==> src/rtl/eeprom_pkg.sv <==
// Shared constants for the EEPROM arbiter: FSM encodings, GAP length and
// transfer-direction values.
package eeprom_pkg;

  typedef logic [1:0] state_t;

  localparam state_t ST_IDLE     = 2'd0;
  localparam state_t ST_WAIT_ACK = 2'd1;
  localparam state_t ST_GAP      = 2'd2;

  // Cycles spent in GAP so the serial engine can settle back to idle.
  localparam int GAP_LEN = 2;

  localparam logic DIR_READ  = 1'b1;
  localparam logic DIR_WRITE = 1'b0;

endpackage

==> src/rtl/rr_arb2.sv <==
// Two-way round-robin selector. The grant is combinational from the request
// vector; the last-granted pointer advances only when the grant is accepted.
module rr_arb2 (
  input  logic       i_clk,
  input  logic       i_rst,
  input  logic [1:0] i_req,
  input  logic       i_accept,
  output logic [1:0] o_gnt
);

  // Index of the requester granted most recently; 1 after reset so that
  // requester 0 wins the first contention.
  logic r_last;

  // Pick the winner: a lone requester wins, on a tie the one not granted last.
  always_comb begin
    o_gnt = 2'b00;
    case (i_req)
      2'b01:   o_gnt = 2'b01;
      2'b10:   o_gnt = 2'b10;
      2'b11:   o_gnt = r_last ? 2'b01 : 2'b10;
      default: o_gnt = 2'b00;
    endcase
  end

  // Remember who won whenever a grant is actually taken.
  always_ff @(posedge i_clk or posedge i_rst) begin
    if (i_rst) begin
      r_last <= 1'b1;
    end else if (i_accept) begin
      r_last <= o_gnt[1];
    end
  end

endmodule

==> src/rtl/eeprom_arbiter.sv <==
// Arbitrates two requesters onto a single serial EEPROM engine. One
// transaction is outstanding at a time: grant, wait for the engine ACK (or a
// timeout), then a fixed GAP before the next grant. All outputs are registered.
module eeprom_arbiter
  import eeprom_pkg::*;
#(
  parameter int ADDR_W  = 11,
  parameter int TIMEOUT = 1023
) (
  input  logic              CLK,
  input  logic              RESET,
  input  logic [1:0]        REQ,
  input  logic [1:0]        REQ_RD,
  input  logic [ADDR_W-1:0] REQ_ADDR0,
  input  logic [ADDR_W-1:0] REQ_ADDR1,
  input  logic [7:0]        REQ_WDATA0,
  input  logic [7:0]        REQ_WDATA1,
  output logic [1:0]        GNT,
  output logic [1:0]        DONE,
  output logic              ERR,
  output logic [7:0]        RDATA,
  output logic              WR,
  output logic              RD,
  output logic [ADDR_W-1:0] ADDR,
  output logic [7:0]        WDATA,
  output logic              WDATA_OE,
  input  logic [7:0]        EE_RDATA,
  input  logic              ACK
);

  localparam int                  TIMER_W    = (TIMEOUT < 2) ? 1 : $clog2(TIMEOUT + 1);
  localparam logic [TIMER_W-1:0]  TIMER_LAST = TIMER_W'(TIMEOUT);
  localparam logic [1:0]          GAP_LAST   = 2'(GAP_LEN - 1);

  state_t              r_state;
  logic [TIMER_W-1:0]  r_timer;
  logic [1:0]          r_gap;
  logic [1:0]          r_owner;
  logic                r_dir;
  logic [1:0]          r_gnt;
  logic [1:0]          r_done;
  logic                r_err;
  logic [7:0]          r_rdata;
  logic                r_wr;
  logic                r_rd;
  logic [ADDR_W-1:0]   r_addr;
  logic [7:0]          r_wdata;
  logic                r_oe;

  logic [1:0]          w_grant;
  logic                w_start;
  logic                w_sel_dir;
  logic [ADDR_W-1:0]   w_sel_addr;
  logic [7:0]          w_sel_wdata;

  // A grant can only be taken from IDLE; requests seen in other states wait.
  assign w_start     = (r_state == ST_IDLE) && (|REQ);
  assign w_sel_dir   = w_grant[1] ? REQ_RD[1]  : REQ_RD[0];
  assign w_sel_addr  = w_grant[1] ? REQ_ADDR1  : REQ_ADDR0;
  assign w_sel_wdata = w_grant[1] ? REQ_WDATA1 : REQ_WDATA0;

  rr_arb2 u_rr_arb2 (
    .i_clk    (CLK),
    .i_rst    (RESET),
    .i_req    (REQ),
    .i_accept (w_start),
    .o_gnt    (w_grant)
  );

  // Transaction FSM: grant/launch, wait for ACK or timeout, then settle in GAP.
  always_ff @(posedge CLK or posedge RESET) begin
    if (RESET) begin
      r_state <= ST_IDLE;
      r_timer <= '0;
      r_gap   <= '0;
      r_owner <= '0;
      r_dir   <= DIR_WRITE;
      r_gnt   <= '0;
      r_done  <= '0;
      r_err   <= 1'b0;
      r_rdata <= '0;
      r_wr    <= 1'b0;
      r_rd    <= 1'b0;
      r_addr  <= '0;
      r_wdata <= '0;
      r_oe    <= 1'b0;
    end else begin
      r_gnt  <= '0;
      r_done <= '0;
      r_err  <= 1'b0;
      r_wr   <= 1'b0;
      r_rd   <= 1'b0;
      case (r_state)
        ST_IDLE: begin
          if (w_start) begin
            r_gnt   <= w_grant;
            r_owner <= w_grant;
            r_dir   <= w_sel_dir;
            r_addr  <= w_sel_addr;
            r_wdata <= w_sel_wdata;
            r_oe    <= (w_sel_dir == DIR_WRITE);
            r_wr    <= (w_sel_dir == DIR_WRITE);
            r_rd    <= (w_sel_dir == DIR_READ);
            r_timer <= '0;
            r_state <= ST_WAIT_ACK;
          end
        end
        ST_WAIT_ACK: begin
          // ACK is checked first so a late ACK on the expiry cycle still succeeds.
          if (ACK) begin
            r_done  <= r_owner;
            if (r_dir == DIR_READ) begin
              r_rdata <= EE_RDATA;
            end
            r_oe    <= 1'b0;
            r_gap   <= '0;
            r_state <= ST_GAP;
          end else if (r_timer == TIMER_LAST) begin
            r_done  <= r_owner;
            r_err   <= 1'b1;
            r_oe    <= 1'b0;
            r_gap   <= '0;
            r_state <= ST_GAP;
          end else begin
            r_timer <= r_timer + TIMER_W'(1);
          end
        end
        ST_GAP: begin
          if (r_gap == GAP_LAST) begin
            r_state <= ST_IDLE;
          end else begin
            r_gap <= r_gap + 2'd1;
          end
        end
        default: begin
          r_state <= ST_IDLE;
          r_oe    <= 1'b0;
        end
      endcase
    end
  end

  assign GNT      = r_gnt;
  assign DONE     = r_done;
  assign ERR      = r_err;
  assign RDATA    = r_rdata;
  assign WR       = r_wr;
  assign RD       = r_rd;
  assign ADDR     = r_addr;
  assign WDATA    = r_wdata;
  assign WDATA_OE = r_oe;

endmodule

==> config.mk <==
export PLATFORM = sky130hd
export DESIGN_NAME = eeprom_arbiter
export DESIGN_NICKNAME = d
export VERILOG_FILES = /design/src/rtl/eeprom_pkg.sv /design/src/rtl/rr_arb2.sv /design/src/rtl/eeprom_arbiter.sv
export SDC_FILE = /design/constraint.sdc
export NUM_CORES = 1
export LEC_CHECK = 0
export CAP_MARGIN = 0
export CORE_ASPECT_RATIO = 1.1
export CORE_UTILIZATION = 40
export DETAILED_ROUTE_END_ITERATION = 12
export PLACE_DENSITY = 0.79
export REMOVE_ABC_BUFFERS = 1
export SLEW_MARGIN = 10
export SYNTH_ARGS = -nofsm -noshare
export SYNTH_HDL_FRONTEND = slang
export SYNTH_SLANG_ARGS = --single-unit
==> constraint.sdc <==
create_clock -name CLK -period 1.5 [get_ports CLK]
set_clock_uncertainty 0.05 [all_clocks]
set_input_delay 0.225 -clock CLK [delete_from_list [all_inputs] [get_ports CLK]]
set_output_delay 0.225 -clock CLK [all_outputs]
set_load 0.05 [all_outputs]
After elaboration in Yosys (flattened, before gate mapping)
Index checks and enable logic that the tools add are counted.
{"block": "word_totals", "output_inout_bits": 35, "in_bits": 53, "regBits": 53}
{"block": "classes", "n_eq_ne": 13, "n_mux": 34, "reduce_logical": 11, "addsub": 2, "bitwise": 2}
{"operator": "2-to-1 mux 10 bit", "n": 3}
{"operator": "2-to-1 mux 2 bit", "n": 13}
{"operator": "case mux 10 bit (2 select lines)", "n": 1}
{"operator": "case mux 2 bit (3 select lines)", "n": 2}
{"operator": "AND reduction 3 bit", "n": 4}
{"operator": "2-to-1 mux 1 bit", "n": 11}
{"operator": "2-to-1 mux 11 bit", "n": 1}
{"operator": "adder 10 x 1 -> 10 bit (second input constant)", "n": 1}
{"operator": "== test 10 bit (second input constant)", "n": 1}
{"operator": "2-to-1 mux 8 bit", "n": 1}
{"operator": "inequality test 2 bit (second input constant)", "n": 4}
{"operator": "== test 2 x 1 -> 1 bit (second input constant)", "n": 3}
{"operator": "== test 2 bit (second input constant)", "n": 3}
{"operator": "case mux 2 bit (2 select lines)", "n": 1}
{"operator": "AND reduction 4 bit", "n": 1}
{"operator": "nonzero test 2 bit", "n": 2}
{"operator": "inequality test 3 bit (second input constant)", "n": 1}
{"operator": "case mux 1 bit (3 select lines)", "n": 1}
{"operator": "adder 2 x 1 -> 2 bit (second input constant)", "n": 1}
{"operator": "zero test 2 bit", "n": 1}
{"operator": "inequality test 2 x 1 -> 1 bit (second input constant)", "n": 1}
{"operator": "NOT 1 bit", "n": 2}
{"operator": "AND reduction 2 bit", "n": 1}
{"operator": "OR reduction 2 bit", "n": 1}
{"operator": "logical AND 1 bit", "n": 1}

Logic depth before layout (Yosys ltp)
Gate-level depths: netlist of run 1.
{"block": "depth", "word_depth": 6, "ltp_mapped": 6}

By module
Synthesis of run 1 repeated with hierarchy kept, for this count alone.
{"block": "unflattened", "cells_unflattened": 219, "area_unflattened_um2": 2398.6}
{"mod": "eeprom_arbiter", "instances": 1, "cells_each": 213, "area_per_inst_um2": 2331.0}
{"mod": "rr_arb2", "instances": 1, "cells_each": 6, "area_per_inst_um2": 67.6}

Least setup slack after synthesis of run 1
OpenSTA, ideal clock, no wires.
{"block": "synth_path", "path_type": "reg2reg", "startpoint": "register r_timer[0]", "endpoint": "register r_timer[1]", "path_buffers": 1, "period_less_slack_ps": 1709, "arrival_time_ps": 1580, "stages_incl_launch_ff": 7, "setup_time_ps": 79, "slack_ps": -209, "cell_sequence": "dfrtp_1 -> ha_1 -> and3_1 -> buf_2 -> and4_4 -> a21oi_4 -> mux2i_1"}
{"block": "synth_between", "elab_chain_cells": 4, "elab_cells_between_ends": 7, "classes_between": "1 x add/sub; 2 x eq/ne; 3 x mux; 1 x reduce/logical"}
{"element": "from (decl)", "line": "eeprom_arbiter.sv:36", "text": "logic [TIMER_W-1:0] r_timer;"}
{"element": "from (signal assigned)", "line": "eeprom_arbiter.sv:125", "text": "r_timer <= r_timer + TIMER_W'(1);"}
{"element": "adder 10 x 1 -> 10 bit", "line": "eeprom_arbiter.sv:125"}
{"element": "2-to-1 mux 10 bit", "line": "eeprom_arbiter.sv:118", "text": "end else if (r_timer == TIMER_LAST) begin"}
{"element": "2-to-1 mux 10 bit", "line": "eeprom_arbiter.sv:110", "text": "if (ACK) begin"}
{"element": "case mux 10 bit (2 select lines)", "line": "eeprom_arbiter.sv:93", "text": "case (r_state)"}
Several ways; a longest one is shown, not always the timed one. The select of a mux whose other input is x is not followed.
A chain may end at the register's enable or synchronous reset.

Worst setup path after layout of run 1
{"block": "layout_path", "startpoint": "register r_state[1]", "endpoint": "register r_timer[1]"}
{"block": "layout_between", "elab_chain_cells": 4, "elab_cells_between_ends": 9, "classes_between": "4 x eq/ne; 1 x mux; 4 x reduce/logical"}
{"element": "from (decl)", "line": "eeprom_arbiter.sv:35", "text": "state_t r_state;"}
{"element": "from (signal assigned)", "line": "eeprom_arbiter.sv:73", "text": "r_state <= ST_IDLE;"}
{"element": "from (signal assigned)", "line": "eeprom_arbiter.sv:105", "text": "r_state <= ST_WAIT_ACK;"}
{"element": "from (signal assigned)", "line": "eeprom_arbiter.sv:117", "text": "r_state <= ST_GAP;"}
{"element": "zero test 2 bit", "line": "eeprom_arbiter.sv:57, eeprom_arbiter.sv:93"}
{"element": "logical AND 1 bit", "line": "eeprom_arbiter.sv:57", "text": "assign w_start = (r_state == ST_IDLE) && (|REQ);"}
{"element": "inequality test 2 x 1 -> 1 bit (no line)"}
{"element": "AND reduction 4 bit (no line)"}
Several ways; a longest one is shown, not always the timed one.

==> results of run 1 <==
[worst max-delay path, stage by stage (launching register included)]
cell     delay, ps
dfrtp_1        390
buf_4          180
a21oi_4        150
o31ai_4        100
buf_6          130
a21oi_4        180
buf_12         150
mux2i_1        170
[cell families (layout without fill, tap and decap cells)]
kind of cell,Yosys count,after routing
adders and majority gates,2,2
buffers and inverters,22,155
muxes,11,11
DFF,53,53
and+or+nand+nor,81,81
AOI/OAI and AO/OA,55,55
[power by group through the flow]
| stage | Sequential [uW] | Clock (uW) | Combinational, uW |
|---|---|---|---|
| 3_3_place_gp | 2590 | 0 | 5300 |
| 2_1_floorplan | 3880 | 0 | 1160 |
| 6_report | 2690 | 809 | 6300 |
| 3_5_place_dp | 2630 | 0 | 5440 |
| 4_1_cts | 2610 | 815 | 5600 |
| 5_1_grt | 2740 | 880 | 6570 |
[layer usage]
metal	track usage	wire, microns
met2	0.414	4390
met1	0.259	2710
met5	0	0
met3	0.0850	568
met4	0.0925	323
[cell type report]
cell class | instances | area (sq um) | share of cell area
Timing Repair Buffer | 135 | 1690 | 0.386
Sequential cell | 53 | 1330 | 0.303
Multi-Input combinational cell | 149 | 1140 | 0.259
Tap cell | 75 | 93.8 | 0.0214
Clock buffer | 6 | 72.6 | 0.0166
Inverter | 12 | 45.0 | 0.0103
Clock inverter | 2 | 15.0 | 0.00343
[final timing paths]
path	slack (ps)	cells past startpoint	end	from
max	-90	7	r_timer[1]	r_state[1]
min	250	3	ADDR[9]	RESET
max reg2reg	-90	7	r_timer[1]	r_state[1]
min reg2reg	450	1	r_owner[0]	r_owner[0]
max in group asynchronous	870	3	u_rr_arb2.r_last	RESET
min in group CLK	390	3	ADDR[2]	REQ_ADDR0[2]
[registers in the layout, summed over array words and instances, names as in the netlist]
register          flops
r_state               2
ERR                   1
r_timer              10
RD                    1
r_owner               2
r_gap                 2
r_dir                 1
u_rr_arb2.r_last      1
ADDR                 11
WR                    1
WDATA                 8
GNT                   2
DONE                  2
WDATA_OE              1
RDATA                 8
[stage by stage]
stage                     std cells  TNS, ps
after floorplan                 214   -17080
after global placement          411    -7150
after detailed placement        411    -9100
after CTS                       423     -343
after global routing            432    -1960
final                           432     -692
[placed cells by master, fill, tap and decap left out, types with 3 or more instances in the layout]
master	instances
a22oi_2	10
buf_6	8
o21ai_1	5
o21ai_2	3
nor2_1	5
nor3_1	3
buf_12	37
a22oi_1	9
nand2_1	44
dfrtp_1	51
a21o_1	3
a21oi_1	6
inv_1	11
nand3_1	6
clkbuf_16	3
clkdlybuf4s50_1	51
clkbuf_8	5
mux2_2	5
buf_4	35
[repair_timing]
item / in CTS / in global routing
setup buffers: 3 / 7
pin swaps: 5 / 4
gates cloned: 1 / 3
gates resized for setup: 11 / 44
endpoints found under the setup margin: 18 / 36
==> flow_summary.json, run 1 <==
{
  "synth_area_leaders": "dfrtp_1 (55%), nand2_1 (7.0%), a22oi_1 (6.1%)",
  "firstDrtPassIters": 4,
  "synth_adder_area_share": 0.0107,
  "grt_max_degree": 54,
  "muxShareOfSynthArea": 0.0511,
  "syn_inst": 224,
  "preCtsSetupSlack_ps": -354,
  "synth_edf_count": 0,
  "die_h_microns": 82.4,
  "clkTransAtPathRegs_ps": 100,
  "dp_hpwl_microns": 4900,
  "p_clk_frac": 0.083,
  "switchingPower_uw": 4300,
  "synthArstFlopShare": 1.00,
  "antenna_found_initial": 0,
  "drt_iter0_drc": 102,
  "clk_latency_ps": 310,
  "totalWireLength_microns": 7990,
  "initial_core_util": 0.424,
  "antenna_cells": 0,
  "cts_buffer_depth": 2,
  "io_buffers": 87,
  "cts_buffers": 5,
  "outcome": "finished, violations left",
  "die_w_microns": 75.1,
  "violations": "setup timing",
  "cts_sinks": 53,
  "synth_cell_type_count": 43,
  "ant_nets": 0,
  "routedWlPerCell_microns": 18.5,
  "seqPwrFrac": 0.275,
  "internal-power_uw": 5490,
  "routabilityCongestion": 0.871,
  "finalCritPeriodShare": 1.06,
  "gr-usage-all-layers": 0.236,
  "setup_viol": 17,
  "timing_worst_setup_path_type": "flop to flop",
  "finalHoldViolations": 0,
  "synth_compound_area_frac": 0.165,
  "power.density_nw_per_um2": 2240,
  "p_comb_frac": 0.643,
  "layout_setup_ws_ps": -90.4,
  "slew_headroom": 0.777,
  "route.vias.total": 2346,
  "synth_top_family_by_area": "simple AND/OR/NAND/NOR gates",
  "grt_pass1_wl_microns": 10800,
  "drv_slew": 0,
  "yosysMostFrequentCell": "dfrtp_1",
  "power_uw": 9800,
  "rows": 28,
  "p_sw_frac": 0.439,
  "htreeDepth": 2,
  "die_area_sq_um": 6180,
  "gr-total-overflow": 0,
  "cts_tree": "yes",
  "synthSimpleGateAreaFrac": 0.166,
  "ys_ff_latch": 53,
  "synthToLayoutAreaGrowth_pct": 86.6,
  "io-pin-count": 88,
  "n_fill_cell": 325,
  "cap_violations": 0,
  "cp-end-kind": "flop",
  "placed_area_sq_um": 3900,
  "worstPathRequired_ps": 1680,
  "fin_crit_ps": 1590,
  "ys_top_cells_by_count": "dfrtp_1 (52), nand2_1 (44), a22oi_1 (19), inv_1 (12), a21oi_1 (9)",
  "fin_area_sq_um": 4380,
  "rsz0062_at_grt": "true",
  "avgSynthCellArea_sq_um": 10.5,
  "worstPathArrival_ps": 1770,
  "nets": 411,
  "fmax_ghz": 0.629,
  "synth_xor_area_frac": 0,
  "netlist.top_cell.by_area": "dfrtp_1",
  "via_per_inst": 5.43,
  "holdCritPathClass": "primary input to async pin",
  "yosysSeqAreaShare": 0.565,
  "hold-worst-slack_ps": 246,
  "core_sq_um": 5540,
  "drive_above_1_share": 0.392,
  "ys_warn_count": 0,
  "leakagePower_uw": 0.00196,
  "cts-root-buf": "clkbuf_8",
  "cp_max_fo": 6,
  "grt_pass1_vias": 2351,
  "ir_worst_vdd_v": 0.00188,
  "synth_top_area_frac": 0.554,
  "postLayoutCoreUtil": 0.792,
  "hold_buffers": 0,
  "cp-start-kind": "flop",
  "worst-slew-pin-transition_ps": 334,
  "drc_errors": 0,
  "synth_area_sq_um": 2350,
  "synthFlopType": "dfrtp_1"
}
No activity file was read; power rests on OpenSTA's default activity.
==> run 2: changes to the inputs <==
--- a/config.mk
+++ b/config.mk
@@ -5,11 +5,12 @@
 export SDC_FILE = /design/constraint.sdc
 export NUM_CORES = 1
 export LEC_CHECK = 0
+export ABC_AREA = 1
 export CAP_MARGIN = 0
 export CORE_ASPECT_RATIO = 1.1
-export CORE_UTILIZATION = 40
+export CORE_UTILIZATION = 41
 export DETAILED_ROUTE_END_ITERATION = 12
-export PLACE_DENSITY = 0.79
+export PLACE_DENSITY = 0.8
 export REMOVE_ABC_BUFFERS = 1
 export SLEW_MARGIN = 10
 export SYNTH_ARGS = -nofsm -noshare
==> flow_summary.json, run 2 <==
{
  "outcome": "completed",
  "cp-start-kind": "flop",
  "leakagePower_uw": 0.00197,
  "cts-root-buf": "clkbuf_8",
  "synthSimpleGateAreaFrac": 0.300,
  "ys_top_cells_by_count": "nand2_1 (97), dfrtp_1 (52), nand3_1 (27), inv_1 (26), nor2_1 (14)",
  "antenna_cells": 0,
  "synth_area_leaders": "dfrtp_1 (52%), nand2_1 (15%), nand3_1 (5.4%)",
  "rows": 29,
  "totalWireLength_microns": 6190,
  "synth_top_area_frac": 0.519,
  "ys_ff_latch": 53,
  "drt_iter0_drc": 130,
  "dp_hpwl_microns": 4750,
  "synth_edf_count": 0,
  "fmax_ghz": 0.672,
  "synthArstFlopShare": 1.00,
  "cp_max_fo": 5,
  "synth_xor_area_frac": 0.00349,
  "cp-end-kind": "flop",
  "ant_nets": 0,
  "power_uw": 8770,
  "layout_commonest_cell": "nand2_1",
  "timing_worst_setup_path_type": "flop to flop",
  "firstDrtPassIters": 4,
  "r2r_slack_ps": 10,
  "htreeDepth": 2,
  "finalHoldViolations": 0,
  "gr-total-overflow": 0,
  "drive_above_1_share": 0.285,
  "io_buffers": 87,
  "fin_crit_ps": 1490,
  "antenna_found_initial": 0,
  "cts_buffers": 5,
  "netlist.top_cell.by_area": "dfrtp_1",
  "worst-slew-pin-transition_ps": 257,
  "cts_buffer_depth": 2,
  "drc_errors": 0,
  "io-pin-count": 88,
  "clk_latency_ps": 300,
  "synth_adder_area_share": 0.00998,
  "cts_tree": "yes",
  "die_w_microns": 76.6,
  "synth_top_family_by_area": "simple AND/OR/NAND/NOR gates",
  "synth_compound_area_frac": 0.0459,
  "grt_max_degree": 33,
  "grt_pass1_wl_microns": 10300,
  "routedWlPerCell_microns": 13.5,
  "cap_violations": 0,
  "setup_viol": 0,
  "core_sq_um": 5840,
  "holdCritPathClass": "primary input to async pin",
  "hold-worst-slack_ps": 122,
  "die_area_sq_um": 6440,
  "largest_register_ffs": 11,
  "avgSynthCellArea_sq_um": 9.02,
  "muxShareOfSynthArea": 0.0434,
  "ys_warn_count": 0,
  "worstPathRequired_ps": 1680,
  "route.vias.total": 2228,
  "via_per_inst": 4.85,
  "slew_headroom": 0.828,
  "worstPathArrival_ps": 1670,
  "clkTransAtPathRegs_ps": 90,
  "routabilityCongestion": 0.888,
  "placed_area_sq_um": 3910,
  "nets": 436,
  "ir_worst_vdd_v": 0.00148,
  "gr-usage-all-layers": 0.202,
  "grt_pass1_vias": 2300,
  "rsz0062_at_grt": "true",
  "fin_area_sq_um": 4110,
  "final_cell_mix": "nand2_1 (92), clkdlybuf4s50_1 (52), dfrtp_1 (51)",
  "hold_buffers": 0,
  "syn_inst": 278,
  "cts_sinks": 53,
  "finalCritPeriodShare": 0.992,
  "synth_cell_type_count": 28,
  "synthFlopType": "dfrtp_1",
  "power.density_nw_per_um2": 2140,
  "initial_core_util": 0.429,
  "drv_slew": 0,
  "yosysSeqAreaShare": 0.529,
  "yosysMostFrequentCell": "nand2_1",
  "finalSetupTns_ps": 0,
  "die_h_microns": 84.0,
  "synthToLayoutAreaGrowth_pct": 63.8,
  "synth_area_sq_um": 2510
}
==> run 2: cell types whose count changed after synthesis, sizes merged, moves of 4 or more <==
| cell | change |
|---|---|
| nand3 | +19 |
| a21oi | -10 |
| nor2 | +10 |
| inv | +17 |
| o21ai | +8 |
| a22oi | -19 |
| nand2 | +65 |
| a31oi | -4 |
==> run 2: final cells by class <==
type	count	area (sq um)
fillers	416	1730
repair buffers	103	1380
flip-flops and latches	53	1330
multi-input cells	189	1080
inverters	29	111
well taps	77	96.3
clock buffers	6	72.6
clock inverters	2	38.8
==> run 2: stage by stage <==
stage	cells	util	setup slack, ps
after floorplan	271	-	-59.6
after global placement	449	0.669	-93.9
after detailed placement	449	0.669	-140
after CTS	457	0.688	14.4
after global routing	459	0.703	-89.5
final	459	0.703	11.8
==> run 2: power breakdown <==
| part | total (uW) | internal [uW] | switching (uW) |
|---|---|---|---|
| clock network | 955 | 501 | 454 |
| registers | 2550 | 1990 | 562 |
| logic | 5270 | 2480 | 2780 |
==> run 2: worst paths after layout <==
check / start / end / cells after the start
max in group asynchronous: RESET / r_timer[8] / 3
min in group CLK: REQ_ADDR0[2] / ADDR[2] / 3
setup / recovery: r_timer[1] / r_timer[8] / 8
hold reg to reg: u_rr_arb2.r_last / u_rr_arb2.r_last / 2
setup reg to reg: r_timer[1] / r_timer[8] / 8
hold / removal: RESET / RDATA[7] / 2
==> run 2: cell families after synthesis <==
| group | count (synthesis) |
|---|---|
| simple gates | 161 |
| flops | 53 |
| buf+inv | 36 |
| compound gates | 17 |
| mux | 8 |
| fa+ha+maj | 2 |
| xor+xnor | 1 |
==> run 2: timing repair <==
item	in CTS	in global routing
setup endpoints to repair	0	30
endpoints found under the hold margin	0	0
buffers inserted	0	2
gates resized for setup	0	25
==> run 2: worst max-delay path: stages (launching register included) <==
cell and delay, ps:
dfrtp_1 370, ha_2 200, nand2_2 80, nor2_4 200, nand4_4 140, nand2_4 160, buf_12 140, nand2_4 40
o21ai_2 50
==> run 2: metal layers <==
layer	routed length (microns)	track usage	vias to the layer above
met5	0	0	-
met4	121	0.0594	0
met3	516	0.0710	12
met2	3260	0.367	89
met1	2300	0.220	1052
li1	-	-	1075
